===== config.mk =====
export PLATFORM = sky130hd
export DESIGN_NAME = uart_tx_arbiter_flat
export DESIGN_NICKNAME = d
export VERILOG_FILES = /design/src/rtl/uart_tx_arbiter_if.sv /design/src/rtl/uart_tx_arbiter.sv /design/src/flat_wrapper.sv
export SDC_FILE = /design/constraint.sdc
export NUM_CORES = 1
export LEC_CHECK = 0
export ABC_AREA = 1
export CORE_MARGIN = 2
export CORE_UTILIZATION = 35
export CTS_BUF_LIST = sky130_fd_sc_hd__clkbuf_4 sky130_fd_sc_hd__clkbuf_8
export CTS_CLUSTER_DIAMETER = 120
export DETAILED_ROUTE_END_ITERATION = 16
export GPL_TIMING_DRIVEN = 0
export PLACE_DENSITY = 0.59
export SLEW_MARGIN = 20
export SYNTH_ARGS = -nofsm -noshare
export SYNTH_HDL_FRONTEND = slang
export SYNTH_SLANG_ARGS = --single-unit

===== constraint.sdc =====
create_clock -name clk -period 1.7 [get_ports clk]
set_input_delay 0.17 -clock clk [delete_from_list [all_inputs] [get_ports clk]]
set_output_delay 0.17 -clock clk [all_outputs]
set_load 0.01 [all_outputs]

===== src/rtl/uart_tx_arbiter_if.sv =====
// Byte-channel bundle shared by the requesters, the arbiter and uart_tx.
// The arbiter takes the slave view; whoever drives the requesters and uart_tx takes the master view.
interface uart_tx_arbiter_if #(
    parameter int N_REQ = 2
);
    logic [8*N_REQ-1:0] req_data;
    logic [N_REQ-1:0]   req_valid;
    logic [N_REQ-1:0]   req_last;
    logic [N_REQ-1:0]   req_ready;
    logic [7:0]         tx_data;
    logic               tx_valid;
    logic               tx_ready;
    logic [N_REQ-1:0]   grant;
    logic               busy;
    logic               timeout_pulse;

    modport slave (
        input  req_data, req_valid, req_last, tx_ready,
        output req_ready, tx_data, tx_valid, grant, busy, timeout_pulse
    );

    modport master (
        output req_data, req_valid, req_last, tx_ready,
        input  req_ready, tx_data, tx_valid, grant, busy, timeout_pulse
    );
endinterface


===== src/rtl/uart_tx_arbiter.sv =====
// Round-robin packet arbiter in front of uart_tx: one owner holds the byte channel until its
// req_last byte is accepted, or until the watchdog sees it idle for TIMEOUT_CYC cycles.
module uart_tx_arbiter #(
    parameter int N_REQ       = 2,
    parameter int TIMEOUT_CYC = 100_000
) (
    input  logic             clk,
    input  logic             rst,
    uart_tx_arbiter_if.slave bus
);
    localparam int IDX_W = (N_REQ > 2) ? $clog2(N_REQ) : 1;
    localparam int TMR_W = $clog2(TIMEOUT_CYC);

    typedef enum logic {IDLE, LOCKED} state_e;

    state_e           state_q;
    logic [IDX_W-1:0] owner_q;
    logic [IDX_W-1:0] lastOwner_q;
    logic [TMR_W-1:0] timer_q;
    logic [N_REQ-1:0] grant_q;
    logic             busy_q;
    logic             timeoutPulse_q;

    logic             ownerFound;
    logic [IDX_W-1:0] owner_d;
    logic             ownerValid;
    logic             ownerLast;
    logic [7:0]       ownerData;
    logic             accept;

    // Requesters above the last owner take priority over those at or below it, lowest index first.
    always_comb begin
        logic             hiFound;
        logic             loFound;
        logic [IDX_W-1:0] hiIdx;
        logic [IDX_W-1:0] loIdx;
        hiFound = 1'b0;
        loFound = 1'b0;
        hiIdx   = '0;
        loIdx   = '0;
        for (int i = N_REQ - 1; i >= 0; i--) begin
            if (bus.req_valid[i]) begin
                if (IDX_W'(i) > lastOwner_q) begin
                    hiFound = 1'b1;
                    hiIdx   = IDX_W'(i);
                end else begin
                    loFound = 1'b1;
                    loIdx   = IDX_W'(i);
                end
            end
        end
        ownerFound = hiFound | loFound;
        owner_d    = hiFound ? hiIdx : loIdx;
    end

    assign ownerValid = bus.req_valid[owner_q];
    assign ownerLast  = bus.req_last[owner_q];
    assign ownerData  = bus.req_data[{owner_q, 3'b000} +: 8];
    assign accept     = busy_q & ownerValid & bus.tx_ready;

    // grant_q is zero outside LOCKED, so it also masks the ready path while idle.
    assign bus.tx_valid      = busy_q & ownerValid;
    assign bus.tx_data       = busy_q ? ownerData : 8'h00;
    assign bus.req_ready     = bus.tx_ready ? grant_q : '0;
    assign bus.grant         = grant_q;
    assign bus.busy          = busy_q;
    assign bus.timeout_pulse = timeoutPulse_q;

    always_ff @(posedge clk) begin
        if (rst) begin
            state_q        <= IDLE;
            owner_q        <= '0;
            lastOwner_q    <= IDX_W'(N_REQ - 1);
            timer_q        <= '0;
            grant_q        <= '0;
            busy_q         <= 1'b0;
            timeoutPulse_q <= 1'b0;
        end else begin
            timeoutPulse_q <= 1'b0;
            case (state_q)
                IDLE: begin
                    if (ownerFound) begin
                        state_q <= LOCKED;
                        owner_q <= owner_d;
                        grant_q <= N_REQ'(1) << owner_d;
                        busy_q  <= 1'b1;
                        timer_q <= '0;
                    end
                end
                LOCKED: begin
                    if (accept) begin
                        timer_q <= '0;
                        if (ownerLast) begin
                            state_q     <= IDLE;
                            lastOwner_q <= owner_q;
                            grant_q     <= '0;
                            busy_q      <= 1'b0;
                        end
                    end else if (!ownerValid) begin
                        // A valid owner waiting on a busy UART is not stalled, so only idle cycles count.
                        if (timer_q == TMR_W'(TIMEOUT_CYC - 1)) begin
                            state_q        <= IDLE;
                            lastOwner_q    <= owner_q;
                            grant_q        <= '0;
                            busy_q         <= 1'b0;
                            timer_q        <= '0;
                            timeoutPulse_q <= 1'b1;
                        end else begin
                            timer_q <= timer_q + TMR_W'(1);
                        end
                    end
                end
                default: state_q <= IDLE;
            endcase
        end
    end
endmodule

===== src/flat_wrapper.sv =====
// flat-port wrapper written by rule: the top's interface ports become plain ports
module uart_tx_arbiter_flat 
#(
    parameter int N_REQ       = 2,
    parameter int TIMEOUT_CYC = 100_000
)
  (clk, rst, bus_req_data, bus_req_valid, bus_req_last, bus_tx_ready, bus_req_ready, bus_tx_data, bus_tx_valid, bus_grant, bus_busy, bus_timeout_pulse);
  uart_tx_arbiter_if #(.N_REQ(N_REQ)) bus_i ();
  input  logic clk;
  input  logic rst;
  input wire logic [$bits(bus_i.req_data)-1:0] bus_req_data;
  input wire logic [$bits(bus_i.req_valid)-1:0] bus_req_valid;
  input wire logic [$bits(bus_i.req_last)-1:0] bus_req_last;
  input wire logic [$bits(bus_i.tx_ready)-1:0] bus_tx_ready;
  output wire logic [$bits(bus_i.req_ready)-1:0] bus_req_ready;
  output wire logic [$bits(bus_i.tx_data)-1:0] bus_tx_data;
  output wire logic [$bits(bus_i.tx_valid)-1:0] bus_tx_valid;
  output wire logic [$bits(bus_i.grant)-1:0] bus_grant;
  output wire logic [$bits(bus_i.busy)-1:0] bus_busy;
  output wire logic [$bits(bus_i.timeout_pulse)-1:0] bus_timeout_pulse;
  assign bus_i.req_data = bus_req_data;
  assign bus_i.req_valid = bus_req_valid;
  assign bus_i.req_last = bus_req_last;
  assign bus_i.tx_ready = bus_tx_ready;
  assign bus_req_ready = bus_i.req_ready;
  assign bus_tx_data = bus_i.tx_data;
  assign bus_tx_valid = bus_i.tx_valid;
  assign bus_grant = bus_i.grant;
  assign bus_busy = bus_i.busy;
  assign bus_timeout_pulse = bus_i.timeout_pulse;
  uart_tx_arbiter #(.N_REQ(N_REQ), .TIMEOUT_CYC(TIMEOUT_CYC)) u_core (.clk(clk), .rst(rst), .bus(bus_i));
endmodule

== Word-level counts from Yosys, hierarchy flattened ==
Cells that the tools add are included.
Storage, ports and cells
  register bits: 24
  output and inout bits: 15
  word-level logic and storage cells: 77
Cells by class
  add/subtract/negate cells: 1
  magnitude comparators: 3
  eq/ne operators: 7
  shifts and indexed selects: 2
  muxes and demuxes: 47
  bitwise logic cells: 4
  reduce and logical (&&, ||, !) cells: 6
Operator list (count)
  $mux 17: 4
  $pmux 17 s2: 1
  $mux 1: 32
  $add 17x1->17 const B: 1
  $eq 17x17->1 const B: 1
  $shiftx 16x5->8: 1
  $mux 2: 6
  $ne 3x3->1 const B: 3
  $mux 8: 1
  $reduce_and 4->1: 2
  $ne 2x1->1 const B: 2
  $pmux 1 s2: 2
  $pmux 2 s2: 1
  $reduce_and 2->1: 2
  $reduce_or 4->1: 1
  $and 1x1->1: 2
  $gt 1x1->1 const A: 2
  $lt 1x2->1 const B: 1
  $ne 2x2->1 const B: 1
  $reduce_bool 2->1: 1
  $shl 1x1->2 const A: 1
  $not 1->1: 1
  $or 1x1->1: 1

== Depth between registers and ports, before layout ==
Gate-level depths: netlist of run 1.
  word-level depth: 9
  depth in mapped cells: 11
  mapped depth without buffers: 11

== Least setup slack after synthesis of run 1 ==
No wires, ideal clock.
  path kind: register to register
  start: register u_core.busy_q, in the netlist u_core.bus.busy
  end: register u_core.timer_q[14]
  arrival: 1.392 ns
  data required time: 1.568 ns
  slack: 0.176 ns
  stages on the path, launching flop included: 10
  cells stage by stage: dfxtp_1 > buf_4 > inv_2 > a21oi_1 > nand2_1 > nand3_2 > inv_2 > buf_6 > a21oi_2 > nor2_1
Between the ends
  longest elaborated chain between the ends: 4
  elaborated cells on any way between the ends: 6
  classes of those cells: eq/ne (1); mux (2); bitwise (2); reduce/logical (1)
Ends and longest elaborated chain
  start: declaration: line uart_tx_arbiter.sv:21  | logic busy_q;
  start signal: assignment: line uart_tx_arbiter.sv:76  | busy_q <= 1'b0;
  start signal: assignment: line uart_tx_arbiter.sv:86  | busy_q <= 1'b1;
  start signal: assignment: line uart_tx_arbiter.sv:97  | busy_q <= 1'b0;
  $and 1x1->1 (*)
  named net bus_tx_valid: line flat_wrapper.sv:17  | output wire logic [$bits(bus_i.tx_valid)-1:0] bus_tx_valid;
  $and 1x1->1 (*): line uart_tx_arbiter.sv:59  | assign accept = busy_q & ownerValid & bus.tx_ready;
  $mux 17 or $ne 3x3->1 (tied branches)
  $pmux 17 s2 or $reduce_and 2->1 (tied branches)
  end signal: assignment: line uart_tx_arbiter.sv:109  | timer_q <= timer_q + TMR_W'(1);
  end: declaration: line uart_tx_arbiter.sv:19  | logic [TMR_W-1:0] timer_q;
Mark *: on every way through the listed nets, which the timed path passes. The rest lies on a longest branch.
A chain may end at the register's enable or synchronous reset.

== Worst setup path in the final report of run 1 ==
  start: register u_core.timer_q[0]
  end: register u_core.timer_q[16]
Between the ends
  longest elaborated chain between the ends: 5
  elaborated cells on any way between the ends: 6
  classes of those cells: add/sub (1); eq/ne (1); mux (4)
Ends and longest elaborated chain
  $add 17x1->17 or $eq 17x17->1 (tied branches): line uart_tx_arbiter.sv:109, uart_tx_arbiter.sv:101
  $mux 17 (*): line uart_tx_arbiter.sv:101  | if (timer_q == TMR_W'(TIMEOUT_CYC - 1)) begin
  $mux 17 (*): line uart_tx_arbiter.sv:99  | end else if (!ownerValid) begin
  $mux 17 (*): line uart_tx_arbiter.sv:91  | if (accept) begin
  $pmux 17 s2 (*): line uart_tx_arbiter.sv:80  | case (state_q)
Mark *: on every way between the ends. The rest lies on a longest branch, timed or not. The select of a mux whose other input is x is not followed.

==> results of run 1 <==
## state kept, by name, indices dropped and copies added, names as in the netlist
name and cells:
u_core.bus.busy 1, u_core.bus.grant 2, u_core.bus.timeout_pulse 1, u_core.lastOwner_q 1, u_core.owner_q 1, u_core.state_q 1, u_core.timer_q 17
## cells in the final DEF, fill, tap and decap left out, types with 2 or more instances in the layout
cell | netlist | routed
sky130_fd_sc_hd__nand3_1 | 14 | 13
sky130_fd_sc_hd__a21oi_2 | 7 | 7
sky130_fd_sc_hd__inv_1 | 26 | 26
sky130_fd_sc_hd__nor2_1 | 35 | 35
sky130_fd_sc_hd__inv_2 | 5 | 5
sky130_fd_sc_hd__o21ai_0 | 13 | 13
sky130_fd_sc_hd__nand3_2 | 7 | 8
sky130_fd_sc_hd__clkbuf_8 | 0 | 4
sky130_fd_sc_hd__nand2_1 | 61 | 58
sky130_fd_sc_hd__buf_6 | 1 | 2
sky130_fd_sc_hd__clkdlybuf4s50_1 | 0 | 27
sky130_fd_sc_hd__nor3_1 | 4 | 4
sky130_fd_sc_hd__nor2_4 | 3 | 3
sky130_fd_sc_hd__buf_4 | 2 | 5
sky130_fd_sc_hd__a21oi_1 | 18 | 18
sky130_fd_sc_hd__nand4_1 | 5 | 5
sky130_fd_sc_hd__clkbuf_1 | 4 | 2
sky130_fd_sc_hd__dlygate4sd2_1 | 0 | 9
sky130_fd_sc_hd__nand2_2 | 3 | 6
sky130_fd_sc_hd__dfxtp_1 | 24 | 22
## stage by stage
stage | power, W | util [%] | hold slack, ns
after floorplan | 0.000726 | - | 0.375
after global placement | 0.000855 | 45.9 | 0.470
after detailed placement | 0.000856 | 45.9 | 0.476
after CTS | 0.00136 | 47.7 | 0.289
after global routing | 0.00142 | 49.1 | 0.325
final | 0.00135 | 49.1 | 0.272
## cell families after synthesis
group	count (synthesis)	synth area share, %
flip-flops	24	30.8
AO/OA/AOI/OAI	43	16.2
XOR/XNOR	2	1.12
adder cells (fa/ha/maj)	1	0.802
buffers and inverters	39	10.4
AND/OR/NAND/NOR	135	40.6
## path summary, 6_finish.rpt
check             slack [ns]  depth (start not counted)                  to                from
setup reg to reg        0.06                          9  u_core.timer_q[16]   u_core.timer_q[0]
hold / removal          0.27                          2  u_core.timer_q[10]                 rst
hold reg to reg         0.50                          2  u_core.lastOwner_q  u_core.lastOwner_q
setup / recovery        0.06                          9  u_core.timer_q[16]   u_core.timer_q[0]
## report_power, final
part           leakage, nW  switching, W  total (W)  internal [W]
clock               0.0357      0.000204   0.000519      0.000315
combinational        0.645      0.000127   0.000247      0.000121
sequential           0.196     0.0000118   0.000587      0.000576
## routing by layer
metal  track usage, %  vias to the layer above  routed length, um
li1                 -                      869                  -
met1             21.1                      688               1800
met2             25.6                       61               1760
met3             3.42                        7                329
met4             4.82                        0                 55
met5                0                        -                  0
## layout make-up
type | count | area (um^2)
fill | 454 | 2200
inverter | 32 | 121
clock buffer | 3 | 41.3
timing repair buffer | 40 | 383
tap | 52 | 65.1
sequential | 24 | 485
multi-input combinational | 181 | 941
buffer | 7 | 55.1
clock inverter | 1 | 30.0
## synth_stat cells (all sizes together)
| library cell | count |
|---|---|
| o21bai | 1 |
| nand2 | 64 |
| buf | 3 |
| xnor2 | 1 |
| clkbuf | 4 |
| nand4 | 5 |
| clkinv | 1 |
| inv | 31 |
| o21a | 1 |
| or2 | 1 |
| nand3 | 21 |
| nor3 | 5 |
| ha | 1 |
| a21oi | 25 |
| a21o | 1 |
| o21ai | 14 |
| nor2 | 38 |
| dfxtp | 24 |
| o211ai | 1 |
| nor4 | 1 |
| xor2 | 1 |
## critical path: cells and delay by family, from the launching register on
family	cells	cell delay, ns
simple gates	6	0.80
flops	1	0.38
fa+ha+maj	1	0.14
buf+inv	1	0.13
compound gates	1	0.06
## timing repair
| item | CTS | global route |
|---|---|---|
| buffers inserted | 0 | 4 |
| setup endpoints to repair | 10 | 14 |
| hold buffers | 0 | 0 |
| pin swaps | 0 | 2 |
| resized for setup | 15 | 9 |
==> flow_summary.yaml, run 1 <==
route:
  dr.first_iter.drc_count: 51
  firstDrtPassIters: 4
  wl_um: 3950
  final_antenna_net_count: 0
  dr_total_vias: 1625
  remaining_drc_errors: 0
  avgRoutedWirePerCell_um: 11.6
  route.detailed.vias_per_inst: 4.78
timing:
  drv_slew: 0
  fin_ws_ns: 0.0573
  fmaxAchievable_ghz: 0.609
  setup_total_negative_slack_ns: 0
  timing_worst_slew_pin_value_ns: 0.597
  slew-limit-headroom_pct: 60.2
  setup_violations: 0
  hold_violations: 0
  post-route-period-util_pct: 96.6
  finClkSkew_ns: 0.00658
  min_period_ns: 1.64
clock_tree:
  maximum_clock_path_buffer_count: 2
  path_clk_slew_ns: 0.09
  clock-sinks: 24
  ctsHtreeMaxLevel: 1
  clk-insertion-delay-late_ns: 0.28
  root_buffer: "sky130_fd_sc_hd__clkbuf_8"
  cts_tree: "yes"
  cts-buffers-inserted: 3
layout:
  post_layout_nonfiller_instances: 340
  drive_gt1_share_pct: 16.7
  area_delta_synth_final_pct: 36.1
  final_design_area_no_fill_um2: 2120
  antennaDiodeCount: 0
  finish.net_count: 313
setup_path:
  critical_path.slowest_cell: "sky130_fd_sc_hd__dfxtp_4"
  crit_type: "reg -> reg"
  worst_path_largest_cell_delay_ns: 0.38
  worst_path_most_repeated_cell: "sky130_fd_sc_hd__nor2_4"
  start_kind: "flip-flop"
  crit_required_ns: 1.84
  crit_path_max_fanout: 6
  worst-endpoint-arrival_ns: 1.78
  crit_chain: "ha_4 > nand2_2 > nor2_4 > nand3_2 > nor2_4 > buf_6 > nand4_1 > nand3_1 > a21oi_1"
  crit_end_element: "flip-flop"
place:
  placed_cell_area_um2: 1980
  gp_congestion: 0.863
  place.port_buffers: 36
  dpl_worst_slack_ns: -0.127
  dp_hpwl_um: 2890
  dp_cells: 332
floorplan:
  num_io_pins: 38
  die_boundary_height_um: 70.7
  coreArea_um2: 4320
  placement_rows: 24
  initial_core_utilization_pct: 36.1
  floorplan.die_area_um2: 5000
  dieWidth_um: 70.7
pwr:
  irDropWorstVdd_mv: 0.413
  pwr_density_cell_nw_per_um2: 638
  p_leak_nw: 0.877
grt:
  grt_start_max_net_pins: 15
  overflow: 0
  first_global_vias: 1422
  grt_antenna_before_repair: 0
  grt_pass1_wl_um: 6510
  grt_usage_pct: 15.8
synthesis:
  yosys_register_bits: 24
  postSynthCellCount: 244
  post-synth-top-area-cell: "sky130_fd_sc_hd__dfxtp_1"
  ys_warn_count: 0
  synth.lib_cells_used.distinct: 29
  area_share_of_the_largest_cell_type_after_synthesis_pct: 30.8
  seq_area_frac_synth_pct: 30.8
  synth.cell_area_um2: 1560
  synthTopCellsByArea: "sky130_fd_sc_hd__dfxtp_1, sky130_fd_sc_hd__nand2_1, sky130_fd_sc_hd__nor2_1"
  synthesis.area_per_instance_um2: 6.39
  synth_nets: 268
outcome:
  outcome: "complete, no violations"
worst_hold_path:
  worst_hold_path_type: "in -> reg"
run:
  drv_cap: 0
Power figures use the tool's default switching activity.
==> run 2: changes to the inputs <==
--- a/config.mk
+++ b/config.mk
@@ -13,7 +13,6 @@
 export DETAILED_ROUTE_END_ITERATION = 16
 export GPL_TIMING_DRIVEN = 0
 export PLACE_DENSITY = 0.59
-export SLEW_MARGIN = 20
 export SYNTH_ARGS = -nofsm -noshare
 export SYNTH_HDL_FRONTEND = slang
 export SYNTH_SLANG_ARGS = --single-unit
==> results of run 2 <==
No change in the layout: final DEF, timing and power equal those of run 1.
==> run 3: changes to the inputs <==
--- a/config.mk
+++ b/config.mk
@@ -8,7 +8,6 @@
 export ABC_AREA = 1
 export CORE_MARGIN = 2
 export CORE_UTILIZATION = 35
-export CTS_BUF_LIST = sky130_fd_sc_hd__clkbuf_4 sky130_fd_sc_hd__clkbuf_8
 export CTS_CLUSTER_DIAMETER = 120
 export DETAILED_ROUTE_END_ITERATION = 16
 export GPL_TIMING_DRIVEN = 0
==> results of run 3 <==
No change in the layout: final DEF, timing and power equal those of run 1.
